**src/rtl/alu_pkg.sv**
```systemverilog
// Shared ALU definitions: op-code constants (also used by the ALU-control decoder),
// datapath width and the execute-stage state encoding.
package alu_pkg;

  localparam int WIDTH = 32;

  localparam logic [4:0] ALU_NULL = 5'd0;
  localparam logic [4:0] ALU_ADD  = 5'd1;
  localparam logic [4:0] ALU_SUB  = 5'd2;
  localparam logic [4:0] ALU_AND  = 5'd3;
  localparam logic [4:0] ALU_OR   = 5'd4;
  localparam logic [4:0] ALU_XOR  = 5'd5;
  localparam logic [4:0] ALU_NOR  = 5'd6;
  localparam logic [4:0] ALU_SLL  = 5'd7;
  localparam logic [4:0] ALU_SRL  = 5'd8;
  localparam logic [4:0] ALU_SRA  = 5'd9;
  localparam logic [4:0] ALU_SLT  = 5'd10;
  localparam logic [4:0] ALU_JR   = 5'd11;
  localparam logic [4:0] ALU_LUI  = 5'd12;

  typedef enum logic [1:0] {
    IDLE  = 2'd0,
    SHIFT = 2'd1,
    DONE  = 2'd2
  } state_t;

endpackage

```
**src/rtl/serial_shifter.sv**
```systemverilog
// Iterative shifter: moves the captured value by up to SHIFT_STEP bits per cycle
// until the remaining shift amount is exhausted.
module serial_shifter
  import alu_pkg::*;
#(
  parameter int SHIFT_STEP = 1
) (
  input  logic             clk,
  input  logic             reset,
  input  logic             start,
  input  logic [4:0]       op,
  input  logic [WIDTH-1:0] value_in,
  input  logic [4:0]       amount,
  output logic             busy,
  output logic             done,
  output logic [WIDTH-1:0] value_out
);

  localparam logic [4:0] STEP = 5'(SHIFT_STEP);

  logic [WIDTH-1:0] value;
  logic [4:0]       remaining;
  logic [4:0]       op_q;
  logic [4:0]       step;

  assign step = (remaining < STEP) ? remaining : STEP;
  assign busy = (remaining != 5'd0);
  // done flags the cycle whose step finishes the shift, so value_out is final then
  assign done = busy && (remaining <= STEP);

  always_comb begin
    value_out = value;
    case (op_q)
      ALU_SLL: value_out = value << step;
      ALU_SRL: value_out = value >> step;
      default: value_out = $signed(value) >>> step;
    endcase
  end

  always_ff @(posedge clk) begin
    if (!reset) begin
      value     <= '0;
      remaining <= 5'd0;
      op_q      <= ALU_NULL;
    end else if (start) begin
      value     <= value_in;
      remaining <= amount;
      op_q      <= op;
    end else if (busy) begin
      value     <= value_out;
      remaining <= remaining - step;
    end
  end

endmodule

```
**src/rtl/alu_exec_unit.sv**
```systemverilog
// ALU execute stage: single-cycle arithmetic/logic ops plus a serial shifter,
// with valid/ready handshakes on the operation input and the result output.
module alu_exec_unit
  import alu_pkg::*;
#(
  parameter int SHIFT_STEP = 1
) (
  input  logic             clk,
  input  logic             reset,
  input  logic             in_valid,
  output logic             in_ready,
  input  logic [4:0]       alu_ctrl,
  input  logic             sign,
  input  logic [WIDTH-1:0] in_a,
  input  logic [WIDTH-1:0] in_b,
  output logic             out_valid,
  input  logic             out_ready,
  output logic [WIDTH-1:0] result,
  output logic             zero,
  output logic             ovf
);

  state_t           state, state_next;
  logic [WIDTH-1:0] sum, diff, alu_res, load_res, sh_out;
  logic             alu_ovf, load_ovf, slt_bit;
  logic             take, is_shift, shamt_zero, load;
  logic             sh_start, sh_busy, sh_done;

  assign sum  = in_a + in_b;
  assign diff = in_a - in_b;
  assign slt_bit = sign ? ($signed(in_a) < $signed(in_b)) : (in_a < in_b);

  always_comb begin
    alu_res = '0;
    alu_ovf = 1'b0;
    case (alu_ctrl)
      ALU_ADD: begin
        alu_res = sum;
        alu_ovf = sign && (in_a[WIDTH-1] == in_b[WIDTH-1]) && (sum[WIDTH-1] != in_a[WIDTH-1]);
      end
      ALU_SUB: begin
        alu_res = diff;
        alu_ovf = sign && (in_a[WIDTH-1] != in_b[WIDTH-1]) && (diff[WIDTH-1] != in_a[WIDTH-1]);
      end
      ALU_AND: alu_res = in_a & in_b;
      ALU_OR:  alu_res = in_a | in_b;
      ALU_XOR: alu_res = in_a ^ in_b;
      ALU_NOR: alu_res = ~(in_a | in_b);
      ALU_SLT: alu_res = {{(WIDTH-1){1'b0}}, slt_bit};
      ALU_JR:  alu_res = in_a;
      ALU_LUI: alu_res = {in_b[15:0], 16'b0};
      default: alu_res = '0;
    endcase
  end

  assign in_ready   = (state == IDLE) || ((state == DONE) && out_ready);
  assign out_valid  = (state == DONE);
  assign take       = in_valid && in_ready;
  assign is_shift   = (alu_ctrl == ALU_SLL) || (alu_ctrl == ALU_SRL) || (alu_ctrl == ALU_SRA);
  assign shamt_zero = (in_a[4:0] == 5'd0);
  assign sh_start   = take && is_shift && !shamt_zero;

  serial_shifter #(
    .SHIFT_STEP(SHIFT_STEP)
  ) u_shifter (
    .clk      (clk),
    .reset    (reset),
    .start    (sh_start),
    .op       (alu_ctrl),
    .value_in (in_b),
    .amount   (in_a[4:0]),
    .busy     (sh_busy),
    .done     (sh_done),
    .value_out(sh_out)
  );

  // A zero-length shift bypasses the shifter and completes like a single-cycle op
  always_comb begin
    state_next = state;
    load       = 1'b0;
    load_res   = alu_res;
    load_ovf   = alu_ovf;
    case (state)
      IDLE, DONE: begin
        if (take) begin
          state_next = DONE;
          load       = 1'b1;
          if (is_shift) begin
            load_ovf = 1'b0;
            load_res = in_b;
            if (!shamt_zero) begin
              load       = 1'b0;
              state_next = SHIFT;
            end
          end
        end else if ((state == DONE) && out_ready) begin
          state_next = IDLE;
        end
      end
      SHIFT: begin
        if (sh_done || !sh_busy) begin
          load       = 1'b1;
          load_res   = sh_out;
          load_ovf   = 1'b0;
          state_next = DONE;
        end
      end
      default: state_next = IDLE;
    endcase
  end

  always_ff @(posedge clk) begin
    if (!reset) begin
      state  <= IDLE;
      result <= '0;
      zero   <= 1'b0;
      ovf    <= 1'b0;
    end else begin
      state <= state_next;
      if (load) begin
        result <= load_res;
        zero   <= (load_res == '0);
        ovf    <= load_ovf;
      end
    end
  end

endmodule

```
**config.mk**
```make
export PLATFORM = sky130hd
export DESIGN_NAME = alu_exec_unit
export DESIGN_NICKNAME = d
export VERILOG_FILES = /design/src/rtl/alu_pkg.sv /design/src/rtl/serial_shifter.sv /design/src/rtl/alu_exec_unit.sv
export SDC_FILE = /design/constraint.sdc
export NUM_CORES = 1
export LEC_CHECK = 0
export BUFFER_PORTS_ARGS = -buffer_cell sky130_fd_sc_hd__buf_2
export CAP_MARGIN = 25
export CORE_AREA = 3 3 157 159
export DETAILED_ROUTE_END_ITERATION = 7
export DIE_AREA = 0 0 160 162
export PLACE_DENSITY = 0.61
export SYNTH_ARGS = -nofsm -noshare
export SYNTH_HDL_FRONTEND = slang
export SYNTH_HIERARCHICAL = 1
export SYNTH_SLANG_ARGS = --single-unit
```
**constraint.sdc**
```tcl
create_clock -name clk -period 6.1 [get_ports clk]
set_input_delay 1.22 -clock clk [delete_from_list [all_inputs] [get_ports clk]]
set_output_delay 1.22 -clock clk [all_outputs]
set_load 0.01 [all_outputs]
```
# After elaboration in Yosys (flattened, before gate mapping)
# Cells that the tools add are included.
# Widths: inputs -> output; s select.
[op_classes]
shift = 3
n_bitwise = 4
eq_ne = 22
muxes = 28
add_sub_neg = 3
magnitude_cmp = 4
reduce_logical = 22
[ops]
columns = ["cell", "count"]
rows = [
  ["$pmux 32 s9", 1],
  ["$mux 32", 5],
  ["$pmux 32 s2", 2],
  ["$lt 32x32->1", 2],
  ["$add 32x32->32", 1],
  ["$and 32x32->32", 1],
  ["$logic_not 32->1", 1],
  ["$not 32->32", 1],
  ["$or 32x32->32", 1],
  ["$shl 32x5->32", 1],
  ["$shr 32x5->32", 1],
  ["$sshr 32x5->32", 1],
  ["$sub 32x32->32", 1],
  ["$xor 32x32->32", 1],
  ["$eq 5x4->1 const B", 6],
  ["$eq 5x3->1 const B", 5],
  ["$mux 5", 3],
  ["$eq 5x2->1 const B", 2],
  ["$mux 2", 5],
  ["$logic_and 1x1->1", 9],
  ["$mux 1", 8],
  ["$pmux 1 s2", 3],
  ["$eq 5x1->1 const B", 1],
  ["$le 5x1->1 const B", 1],
  ["17 further kinds", 23],
]
[totals]
ff_bits = 78
elab_cells = 93
inputBits = 74
output_inout_bits = 36

# Longest topological paths before layout
# Gate-level depths: netlist of run 1.
[depth]
depth_word = 7
depth_mapped = 19
depth_no_buf = 15

# By module
# The synthesis of run 1 kept the hierarchy.
[by_module_without_submodules]
columns = ["module", "area_each_um2", "seq_area_each_um2", "cells_per_inst", "n_inst"]
rows = [
  ["alu_exec_unit", 8027.7, 720.7, 1164, 1],
  ["serial_shifter", 2431.1, 840.8, 310, 1],
]

# Least setup slack after synthesis of run 1
# OpenSTA, ideal clock, no wires.
[synth_path]
kind = "input -> register"
startpoint = "input port in_a[4]"
endpoint = "register zero"
arrival_time_ns = 5.008
t_required_ns = 6.016
cell_stages = 15
path_slack_ns = 1.008
setup_time_ns = 0.084
path_buffers = 1
path_cell_list = "inv_1 ha_1 buf_4 and2_4 nand3_4 a2111oi_4 nor2_2 o41ai_4 o211ai_1 o221a_1 a311o_1 or4_1 or3_1 or4_1 o31ai_2"
[synth_via]
elab_chain_len = 7
word_cells_on_any_way = 20
cone_classes = "add/sub (2); order compare (2); mux (10); bitwise (4); reduce/logical (2)"
[synth_rtl]
columns = ["element", "line", "text"]
rows = [
  ["start: declaration", "alu_exec_unit.sv:14", "input logic [WIDTH-1:0] in_a,"],
  ["$lt 32x32->1 / $or 32x32->32 (equally long branches)", "alu_exec_unit.sv:31, alu_exec_unit.sv:46, alu_exec_unit.sv:48", ""],
  ["$mux 1 / $not 32->32 (equally long branches)", "alu_exec_unit.sv:31, alu_exec_unit.sv:48", ""],
  ["$pmux 32 s9", "alu_exec_unit.sv:36", "case (alu_ctrl)"],
  ["$mux 32", "alu_exec_unit.sv:88", "if (is_shift) begin"],
  ["$mux 32", "alu_exec_unit.sv:85", "if (take) begin"],
  ["$pmux 32 s2", "alu_exec_unit.sv:83", "case (state)"],
  ["$logic_not 32->1", "alu_exec_unit.sv:122", "zero <= (load_res == '0);"],
  ["end signal: assignment", "alu_exec_unit.sv:122", ""],
  ["end: declaration", "alu_exec_unit.sv:19", "output logic zero,"],
]
# Several ways; a longest one is shown, not always the timed one.
# A chain may end at the register's enable or synchronous reset.

# Worst setup path in the final report of run 1
[layout_path]
startpoint = "input port in_b[1]"
endpoint = "register zero"
[layout_via]
elab_chain_len = 7
word_cells_on_any_way = 15
cone_classes = "add/sub (2); order compare (2); mux (6); bitwise (4); reduce/logical (1)"
[layout_rtl]
columns = ["element", "line", "text"]
rows = [
  ["start: declaration", "alu_exec_unit.sv:15", "input logic [WIDTH-1:0] in_b,"],
  ["$lt 32x32->1 / $or 32x32->32 (equally long branches)", "alu_exec_unit.sv:31, alu_exec_unit.sv:46, alu_exec_unit.sv:48", ""],
  ["$mux 1 / $not 32->32 (equally long branches)", "alu_exec_unit.sv:31, alu_exec_unit.sv:48", ""],
  ["$pmux 32 s9", "alu_exec_unit.sv:36", ""],
  ["$mux 32", "alu_exec_unit.sv:88", ""],
  ["$mux 32", "alu_exec_unit.sv:85", ""],
  ["$pmux 32 s2 *", "alu_exec_unit.sv:83", ""],
  ["$logic_not 32->1 *", "alu_exec_unit.sv:122", ""],
]
# Every way passes the cells marked *; elsewhere a longest branch is shown, timed or not.

==> results of run 1 <==
area by class of cell:
class | instances | area, µm² | share of cell area
Timing Repair Buffer | 163 | 951 | 0.0816
Tap cell | 319 | 399 | 0.0342
Multi-Input combinational cell | 1186 | 8060 | 0.692
Sequential cell | 78 | 1560 | 0.134
Clock buffer | 10 | 239 | 0.0205
Inverter | 100 | 375 | 0.0322
Clock inverter | 6 | 68.8 | 0.00591
synthesized netlist by cell type, types with 5 or more instances:
library cell / instances / area [µm²]
a211oi_1: 54 / 405
and3_1: 6 / 37.5
a21boi_0: 5 / 37.5
xor2_1: 10 / 87.6
buf_2: 12 / 60.1
buf_4: 5 / 37.5
a2111oi_0: 6 / 52.6
a22o_1: 15 / 131
nand2_1: 126 / 473
ha_1: 97 / 1210
or3_1: 5 / 31.3
nand2b_1: 18 / 113
o31ai_1: 45 / 338
xnor2_1: 37 / 324
nor3_1: 23 / 115
or4_1: 8 / 60.1
o2111ai_1: 5 / 43.8
nor2b_1: 29 / 181
nor4_1: 10 / 62.6
o21ai_0: 76 / 380
o211ai_1: 21 / 158
a221oi_1: 19 / 166
a31oi_1: 15 / 93.8
o21a_1: 38 / 285
and2_1: 13 / 81.3
o21bai_1: 9 / 67.6
a222oi_1: 15 / 150
nand3_1: 61 / 305
o31a_1: 8 / 70.1
a211o_1: 6 / 52.6
a21o_1: 8 / 60.1
dfxtp_1: 78 / 1560
o221ai_1: 7 / 61.3
clkbuf_1: 79 / 297
nand4_1: 19 / 119
a21oi_1: 72 / 360
o211a_1: 11 / 110
inv_1: 97 / 364
buf_1: 9 / 33.8
a22oi_1: 41 / 308
mux2i_1: 13 / 130
buf_6: 5 / 56.3
nor2_1: 161 / 604
sequential cells by signal, summed over array words and instances (netlist names):
name                 cells
result                  32
u_shifter/value         32
u_shifter/op_q           5
u_shifter/remaining      5
state                    2
ovf                      1
zero                     1
logic make-up (layout without fill, tap and decap cells):
logic type      after synthesis  count (layout)  synth area share
simple gates                505             505             0.231
mux                          15              15            0.0146
compound gates              520             520             0.364
xor+xnor                     47              47            0.0394
buf+inv                     210             279            0.0822
fa+ha+maj                    99              99             0.120
flops                        78              78             0.149
metal layers:
| metal | track usage | up-vias |
|---|---|---|
| met5 | 0 | - |
| met4 | 0.205 | 2 |
| met3 | 0.0569 | 163 |
| met2 | 0.530 | 737 |
| met1 | 0.444 | 5765 |
| li1 | - | 5570 |
through the flow:
step / setup WS, ns / hold WS, ns / cell area, µm² / util / cells
after floorplan: 1.01 / 0.476 / 10500 / - / 1474
after global placement: 0.347 / 0.446 / 11300 / 0.485 / 1846
after detailed placement: 0.267 / 0.450 / 11300 / 0.485 / 1846
after CTS: 0.608 / 0.458 / 11700 / 0.498 / 1862
after global routing: 0.323 / 0.477 / 11700 / 0.498 / 1862
final: 0.524 / 0.453 / 11700 / 0.498 / 1862
report_power, final:
group / switching [W] / internal [W] / leakage, nW
combinational: 0.000579 / 0.000317 / 4.21
clock: 0.000237 / 0.000331 / 0.149
sequential: 0.0000328 / 0.000553 / 0.637
total: 0.000849 / 0.00120 / 5.00
final timing paths:
path | depth (start not counted) | slack, ns | from | to
hold reg to reg | 2 | 0.45 | result[12]$_SDFFE_PN0P_ | result[12]$_SDFFE_PN0P_
setup / recovery | 15 | 0.52 | in_b[1] | zero$_SDFFE_PN0P_
hold / removal | 2 | 0.45 | result[12]$_SDFFE_PN0P_ | result[12]$_SDFFE_PN0P_
setup reg to reg | 16 | 1.22 | u_shifter/remaining[1]$_SDFFE_PN0P_ | zero$_SDFFE_PN0P_
worst max-delay path, delay by kind of cell:
kind / cells / cell delay (ns)
AOI/OAI and AO/OA: 7 / 2.00
and+or+nand+nor: 5 / 1.92
buffers and inverters: 2 / 0.34
adders and majority gates: 1 / 0.32
==> reports/qor.yml, run 1 <==
run_status:
  status: "finished, final reports clean"
detailed_routing:
  wire_per_inst_um: 24.5
  top_layer_used: "met5"
  wl_met1_um: 18500
  dr_wl_met3_um: 4210
  drc_errors: 0
  postRouteAntennaNets: 0
  wl_um: 45600
  wl_met2_um: 19800
  first_iter_violations: 1594
  vias: 12200
  avgViaCountPerCell: 6.57
  firstDrtPassIters: 6
yosys:
  syn_inst: 1474
  synth_cell_types: 91
  synth_area_um2: 10500
  synth-main-ff-cell: "dfxtp_1"
  ys_seq_area_frac: 0.149
  ys_seq_elements: 78
  synth-edff-count: 0
  yosysWarnings: 6
  syn_nets: 1647
  synth-async-reset-ratio: 0
  synth_area_per_cell_um2: 7.10
grt:
  grt_pass1_wl_um: 69500
  grt_max_degree: 65
  grt_pass1_vias: 11600
  gr-total-overflow: 0
  grtUsageTotal: 0.341
  antenna_found_initial: 1
sta:
  fmax_mhz: 179
  period_share: 0.914
  rsz0062_at_grt: "false"
  period_needed_ns: 5.58
  finalHoldViolations: 0
  setup_viol_count_final: 0
  max_slew_margin: 0.328
  worst_pin_slew_ns: 1.00
  drv_slew: 0
  worst_clock_skew_ns: 0.00808
  tns_ns: 0
critical_path:
  crit_fanout: 7
  critPathArrivalTime_ns: 5.84
  start_kind: "primary input"
  cpPeakStageDelay_ns: 0.55
  cp-end-kind: "flip-flop"
  path_class: "in2reg"
  required_ns: 6.36
  slowest_stage: "or4_1"
  path_cells: "buf_2 > inv_1 > ha_1 > o21ba_2 > nor4_1 > o2111a_1 > o2111a_1 > nor4_4 > a211o_1 > o221a_1 > a311o_1 > or4_1 > or3_1 > or4_1 > o31ai_2"
finish:
  final_common_cell: "nor2_1"
  mostFrequentLayoutCells: "nor2_1 (160), nand2_1 (126), buf_2 (109)"
  antenna_cells: 0
  drive_above_1_share: 0.138
  area_growth_pct: 11.4
  final_net_count: 1711
  fillers: 2495
clock_network:
  post-cts-setup-buffer-count: 0
  root_buffer: "clkbuf_16"
  cts_buffers: 9
  hold_buffers: 0
  h-tree-depth: 3
  cts.repair.resized: 0
  cts_sinks: 78
  clkTransAtPathRegs_ns: 0.06
  cts_buffer_depth: 2
  cts_tree: "done"
  clk_latency_ns: 0.34
die:
  fp-row-count: 56
  core_um2: 23400
  initial_core_util: 0.447
  die_h_um: 162
  ios: 110
  die_w_um: 160
  dieArea_um2: 25900
power_and_ir_drop:
  peakVddDrop_mv: 0.124
  power_w: 0.00205
  p_leak_nw: 5.00
  power_density_nw_per_um2: 176
placed_design:
  dp_hpwl_um: 35100
  portBuffers: 109
  gp_congestion: 1.04
hold_path:
  hold_path_class: "reg2reg"
flow_run:
  maxCapViolCount: 0
Power figures use the tool's default switching activity.
==> run 2: changes to the inputs <==
==> constraint.sdc (replaced) <==
create_clock -name clk -period 6.1 [get_ports clk]
set_input_delay 0.305 -clock clk [delete_from_list [all_inputs] [get_ports clk]]
set_output_delay 0.305 -clock clk [all_outputs]
set_load 0.01 [all_outputs]
==> run 2 against run 1 <==
Critical path depth did not move. Sequential share of layout area rose by 0.19 points. Total power fell by 0.94%. First-iteration DRC count fell by 8.7%. Critical path type unchanged. Critical endpoint unchanged. Largest power group unchanged.
==> reports/qor.yml, run 2 (synthesis results as in run 1) <==
run_status:
  status: "finished, final reports clean"
power_and_ir_drop:
  power_w: 0.00203
  power_density_nw_per_um2: 177
  p_leak_nw: 4.88
  peakVddDrop_mv: 0.120
clock_network:
  clk_latency_ns: 0.34
  cts_tree: "done"
  cts_sinks: 78
  cts_buffer_depth: 2
  post-cts-setup-buffer-count: 0
  hold_buffers: 0
  cts_buffers: 9
  h-tree-depth: 3
  clkTransAtPathRegs_ns: 0.06
  root_buffer: "clkbuf_16"
  cts.repair.resized: 0
detailed_routing:
  wl_um: 46700
  wire_per_inst_um: 25.4
  postRouteAntennaNets: 0
  firstDrtPassIters: 7
  avgViaCountPerCell: 6.59
  vias: 12100
  first_iter_violations: 1456
  drc_errors: 0
grt:
  gr-total-overflow: 0
  grt_pass1_wl_um: 70200
  grt_max_degree: 66
  grtUsageTotal: 0.346
  grt_pass1_vias: 11600
  antenna_found_initial: 0
critical_path:
  reg2reg_from: "u_shifter/remaining[1]$_SDFFE_PN0P_"
  required_ns: 6.35
  ff2ff_path_depth: 15
  setup.worst_path.start: "in_b[4]"
  start_kind: "primary input"
  path_cells: "buf_2 > inv_1 > ha_1 > nor2_1 > a221o_1 > o2111a_1 > o41ai_1 > o21ai_0 > xnor2_1 > a221o_1 > a222oi_1 > nand4_1 > or3_1 > or4_1 > o31ai_2"
  path_common_cell: "a221o_1"
  r2r-end: "zero$_SDFFE_PN0P_"
  cpPeakStageDelay_ns: 0.81
  crit_fanout: 10
  cp-end-kind: "flip-flop"
  path_class: "in2reg"
  r2r_slack_ns: 0.97
  slowest_stage: "o41ai_1"
  critPathArrivalTime_ns: 5.53
hold_path:
  worstHoldPathCells: 3
  hp-start: "sign"
  hold_path_end: "ovf$_SDFFE_PN0P_"
  hold_path_class: "in2reg"
sta:
  drv_slew: 0
  max_slew_margin: 0.286
  setup_viol_count_final: 0
  holdWs_ns: 0.270
  finalHoldViolations: 0
  fmax_mhz: 189
  tns_ns: 0
  period_needed_ns: 5.28
  worst_pin_slew_ns: 1.07
  rsz0062_at_grt: "false"
  period_share: 0.866
  worst_clock_skew_ns: 0.00832
placed_design:
  gp_congestion: 1.04
  portBuffers: 109
  dpl.cell_count: 1825
  dp_hpwl_um: 35300
finish:
  multiInputGateArea_um2: 8060
  fillers: 2474
  mostFrequentLayoutCells: "nor2_1 (160), nand2_1 (126), buf_2 (109)"
  area_growth_pct: 9.85
  antenna_cells: 0
  final_net_count: 1690
  final_common_cell: "nor2_1"
  drive_above_1_share: 0.125
  final_cells: 1841
  top_regs: "result x32, u_shifter/value x32"
  seqCellArea_um2: 1560
  final_core_util: 0.491
die:
  ios: 110
  core_um2: 23400
  die_h_um: 162
  dieArea_um2: 25900
  initial_core_util: 0.447
  fp-row-count: 56
  die_w_um: 160
flow_run:
  maxCapViolCount: 0
[run 2: through the flow]
step	worst slack, ns	cell area [µm²]
CTS	1.01	11500
finish	0.820	11500
global placement	0.665	11200
floorplan	1.92	10500
global route	0.733	11500
detailed placement	0.684	11200
[run 2: worst max-delay path by stage]
stage                     depth (start not counted)           endpoint
after floorplan                                  18  zero$_SDFFE_PN0P_
after global placement                           15  zero$_SDFFE_PN0P_
after detailed placement                         15  zero$_SDFFE_PN0P_
after CTS                                        15  zero$_SDFFE_PN0P_
after global routing                             15  zero$_SDFFE_PN0P_
final                                            15  zero$_SDFFE_PN0P_
[run 2: metal layers]
| metal | part of all wire | track usage | vias up |
|---|---|---|---|
| li1 | - | - | 5526 |
| met2 | 0.45 | 0.568 | 696 |
| met1 | 0.41 | 0.439 | 5732 |
| met3 | 0.085 | 0.0645 | 178 |
| met4 | 0.059 | 0.164 | 0 |
| met5 | 0 | 0 | - |
[run 2: critical path: cells and delay by family]
family                     cells  cell delay [ns]
AOI/OAI and AO/OA              7             3.10
and+or+nand+nor                4             1.14
adders and majority gates      1             0.52
buffers and inverters          2             0.25
xor gates and xnor gates       1             0.20
[run 2: power breakdown]
| part | leakage, nW | switching, W | internal, W |
|---|---|---|---|
| sequential | 0.637 | 0.0000339 | 0.000554 |
| clock | 0.139 | 0.000235 | 0.000320 |
| combinational | 4.11 | 0.000583 | 0.000305 |
[run 2: final cells by class]
| type | instances | area share |
|---|---|---|
| clock buffers | 10 | 0.0199 |
| clock inverters | 6 | 0.00621 |
| inverters | 100 | 0.0327 |
| multi-input cells | 1186 | 0.701 |
| flip-flops and latches | 78 | 0.136 |
| well taps | 319 | 0.0347 |
| repair buffers | 142 | 0.0690 |
==> run 3: changes to the inputs <==
CELL_PAD_IN_SITES_DETAIL_PLACEMENT = 0   (was default)
CELL_PAD_IN_SITES_GLOBAL_PLACEMENT = 2   (was default)
CORE_AREA = 3 3 177 179   (was 3 3 157 159)
DIE_AREA = 0 0 180 182   (was 0 0 160 162)
PLACE_DENSITY = 0.84   (was 0.61)
==> run 3 against run 2 <==
Register-to-register slack worse by 0.25 ns. Setup slack worse by 0.097 ns. Sequential power hardly changed. Routed wire length is 6.2% higher. Maximum frequency is 1.8% lower. Worst hold slack worse by 0.019 ns. Total power is 0.44% higher. Count of clock-buffer cells in the layout stayed put. Sequential share of layout area is 0.094 points lower. Critical path type is now reg2reg. Largest cell class unchanged.
==> reports/qor.yml, run 3 (synthesis results as in run 1) <==
run_status:
  status: "finished, final reports clean"
critical_path:
  reg2reg_from: "u_shifter/op_q[4]$_SDFFE_PN0P_"
  cp-end-kind: "flip-flop"
  required_ns: 6.37
  start_kind: "flip-flop"
  setup.worst_path.start: "u_shifter/op_q[4]$_SDFFE_PN0P_"
  crit_end: "zero$_SDFFE_PN0P_"
  crit_fanout: 20
  ff2ff_path_depth: 13
  r2r-end: "zero$_SDFFE_PN0P_"
  path_class: "reg2reg"
  r2r_slack_ns: 0.72
  critPathArrivalTime_ns: 5.65
sta:
  period_share: 0.881
  max_slew_margin: 0.318
  fmax_mhz: 186
  worst_clock_skew_ns: 0.00808
  holdWs_ns: 0.252
  drv_slew: 0
  worst_pin_slew_ns: 1.02
  tns_ns: 0
  rsz0062_at_grt: "false"
  finalHoldViolations: 0
  setup_viol_count_final: 0
  period_needed_ns: 5.38
die:
  die_h_um: 182
  ios: 110
  die_w_um: 180
  core_um2: 29700
  initial_core_util: 0.352
  dieArea_um2: 32800
  fp-row-count: 63
placed_design:
  portBuffers: 109
  gp_congestion: 0.955
  dp_hpwl_um: 37200
grt:
  antenna_found_initial: 0
  grt_max_degree: 65
  gr-total-overflow: 0
  grt_pass1_wl_um: 73300
  grt_pass1_vias: 11500
  grtUsageTotal: 0.291
clock_network:
  clkTransAtPathRegs_ns: 0.06
  root_buffer: "clkbuf_16"
  cts.repair.resized: 0
  cts_tree: "done"
  post-cts-setup-buffer-count: 0
  hold_buffers: 0
  h-tree-depth: 3
  cts_sinks: 78
  clk_latency_ns: 0.35
  cts_buffers: 9
  cts_buffer_depth: 2
flow_run:
  maxCapViolCount: 0
power_and_ir_drop:
  intPower_w: 0.00118
  clkPwrFrac: 0.270
  seq_power_share: 0.288
  power.switching_w: 0.000863
  power_density_nw_per_um2: 176
  p_leak_nw: 4.87
  p_comb_frac: 0.442
  peakVddDrop_mv: 0.122
  switching_share: 0.423
detailed_routing:
  first_iter_violations: 1217
  avgViaCountPerCell: 6.22
  drc_errors: 0
  wl_um: 49600
  wire_per_inst_um: 26.0
  firstDrtPassIters: 6
  postRouteAntennaNets: 0
  vias: 11900
finish:
  final_net_count: 1688
  top_regs: "result x32, u_shifter/value x32"
  final_common_cell: "nor2_1"
  antenna_cells: 0
  drive_above_1_share: 0.125
  area_growth_pct: 10.6
  mostFrequentLayoutCells: "nor2_1 (159), nand2_1 (125), buf_2 (109)"
hold_path:
  hold_path_class: "in2reg"
## run 3: cell types whose count changed in the layout (fill, tap and decap cells not counted)
cell	previous run	this run
clkinv_2	0	2
buf_12	0	1
nor2_2	3	4
nand2_1	126	125
nor2b_1	26	27
nor2b_2	2	1
nor2_1	160	159
buf_4	33	30
clkinvlp_4	2	3
nand2_2	0	1
clkinv_4	2	0
inv_6	1	0
## run 3: how the worst min path moves through the flow
stage / from / end / slack [ns] / cells after the start
finish: sign / ovf$_SDFFE_PN0P_ / 0.25 / 3
CTS: sign / ovf$_SDFFE_PN0P_ / 0.24 / 3
global placement: result[14]$_SDFFE_PN0P_ / result[14]$_SDFFE_PN0P_ / 0.44 / 2
floorplan: in_b[0] / u_shifter/value[0]$_SDFFE_PN0P_ / 0.44 / 1
global route: in_b[28] / u_shifter/value[28]$_SDFFE_PN0P_ / 0.27 / 3
detailed placement: result[12]$_SDFFE_PN0P_ / result[12]$_SDFFE_PN0P_ / 0.44 / 2
## run 3: critical path: stages, from the launching register on
cell,delay [ns]
dfxtp_1,0.84
nor2_2,0.34
a211oi_1,0.40
nor2_1,0.10
a22o_1,0.28
a2111oi_0,0.60
nand4_1,0.21
a211oi_1,0.28
a31oi_1,0.20
a311o_1,0.31
or4_1,0.52
or3_1,0.45
or4_1,0.57
o31ai_2,0.18
## run 3: layout make-up
class | count | area [µm²]
clock inverter | 6 | 62.6
clock buffer | 10 | 229
fill | 3172 | 18100
timing repair buffer | 140 | 791
tap | 390 | 488
sequential | 78 | 1560
inverter | 100 | 375
multi-input combinational | 1186 | 8060
## run 3: routing by layer
metal,vias to the layer above,global-route usage,wire [µm]
met5,-,0,0
met4,0,0.155,3050
met3,140,0.0599,3740
met2,562,0.456,21600
met1,5649,0.375,21300
li1,5525,-,-
## run 3: through the flow
step                utilization  area [µm²]  power [W]  worst slack (ns)  std cells
global placement          0.379       11300    0.00147             0.926       1893
floorplan                     -       10500    0.00118              1.92       1474
CTS                       0.389       11500    0.00203             0.802       1909
global route              0.389       11600    0.00216             0.492       1910
detailed placement        0.379       11300    0.00147             0.852       1893
finish                    0.389       11600    0.00204             0.724       1910
## run 3: power groups by stage
stage | sequential (W) | combinational [W] | clock [W]
2_1_floorplan | 0.000595 | 0.000582 | 0
3_3_place_gp | 0.000597 | 0.000878 | 0
3_5_place_dp | 0.000597 | 0.000878 | 0
4_1_cts | 0.000586 | 0.000882 | 0.000560
5_1_grt | 0.000592 | 0.000979 | 0.000584
6_report | 0.000587 | 0.000902 | 0.000551
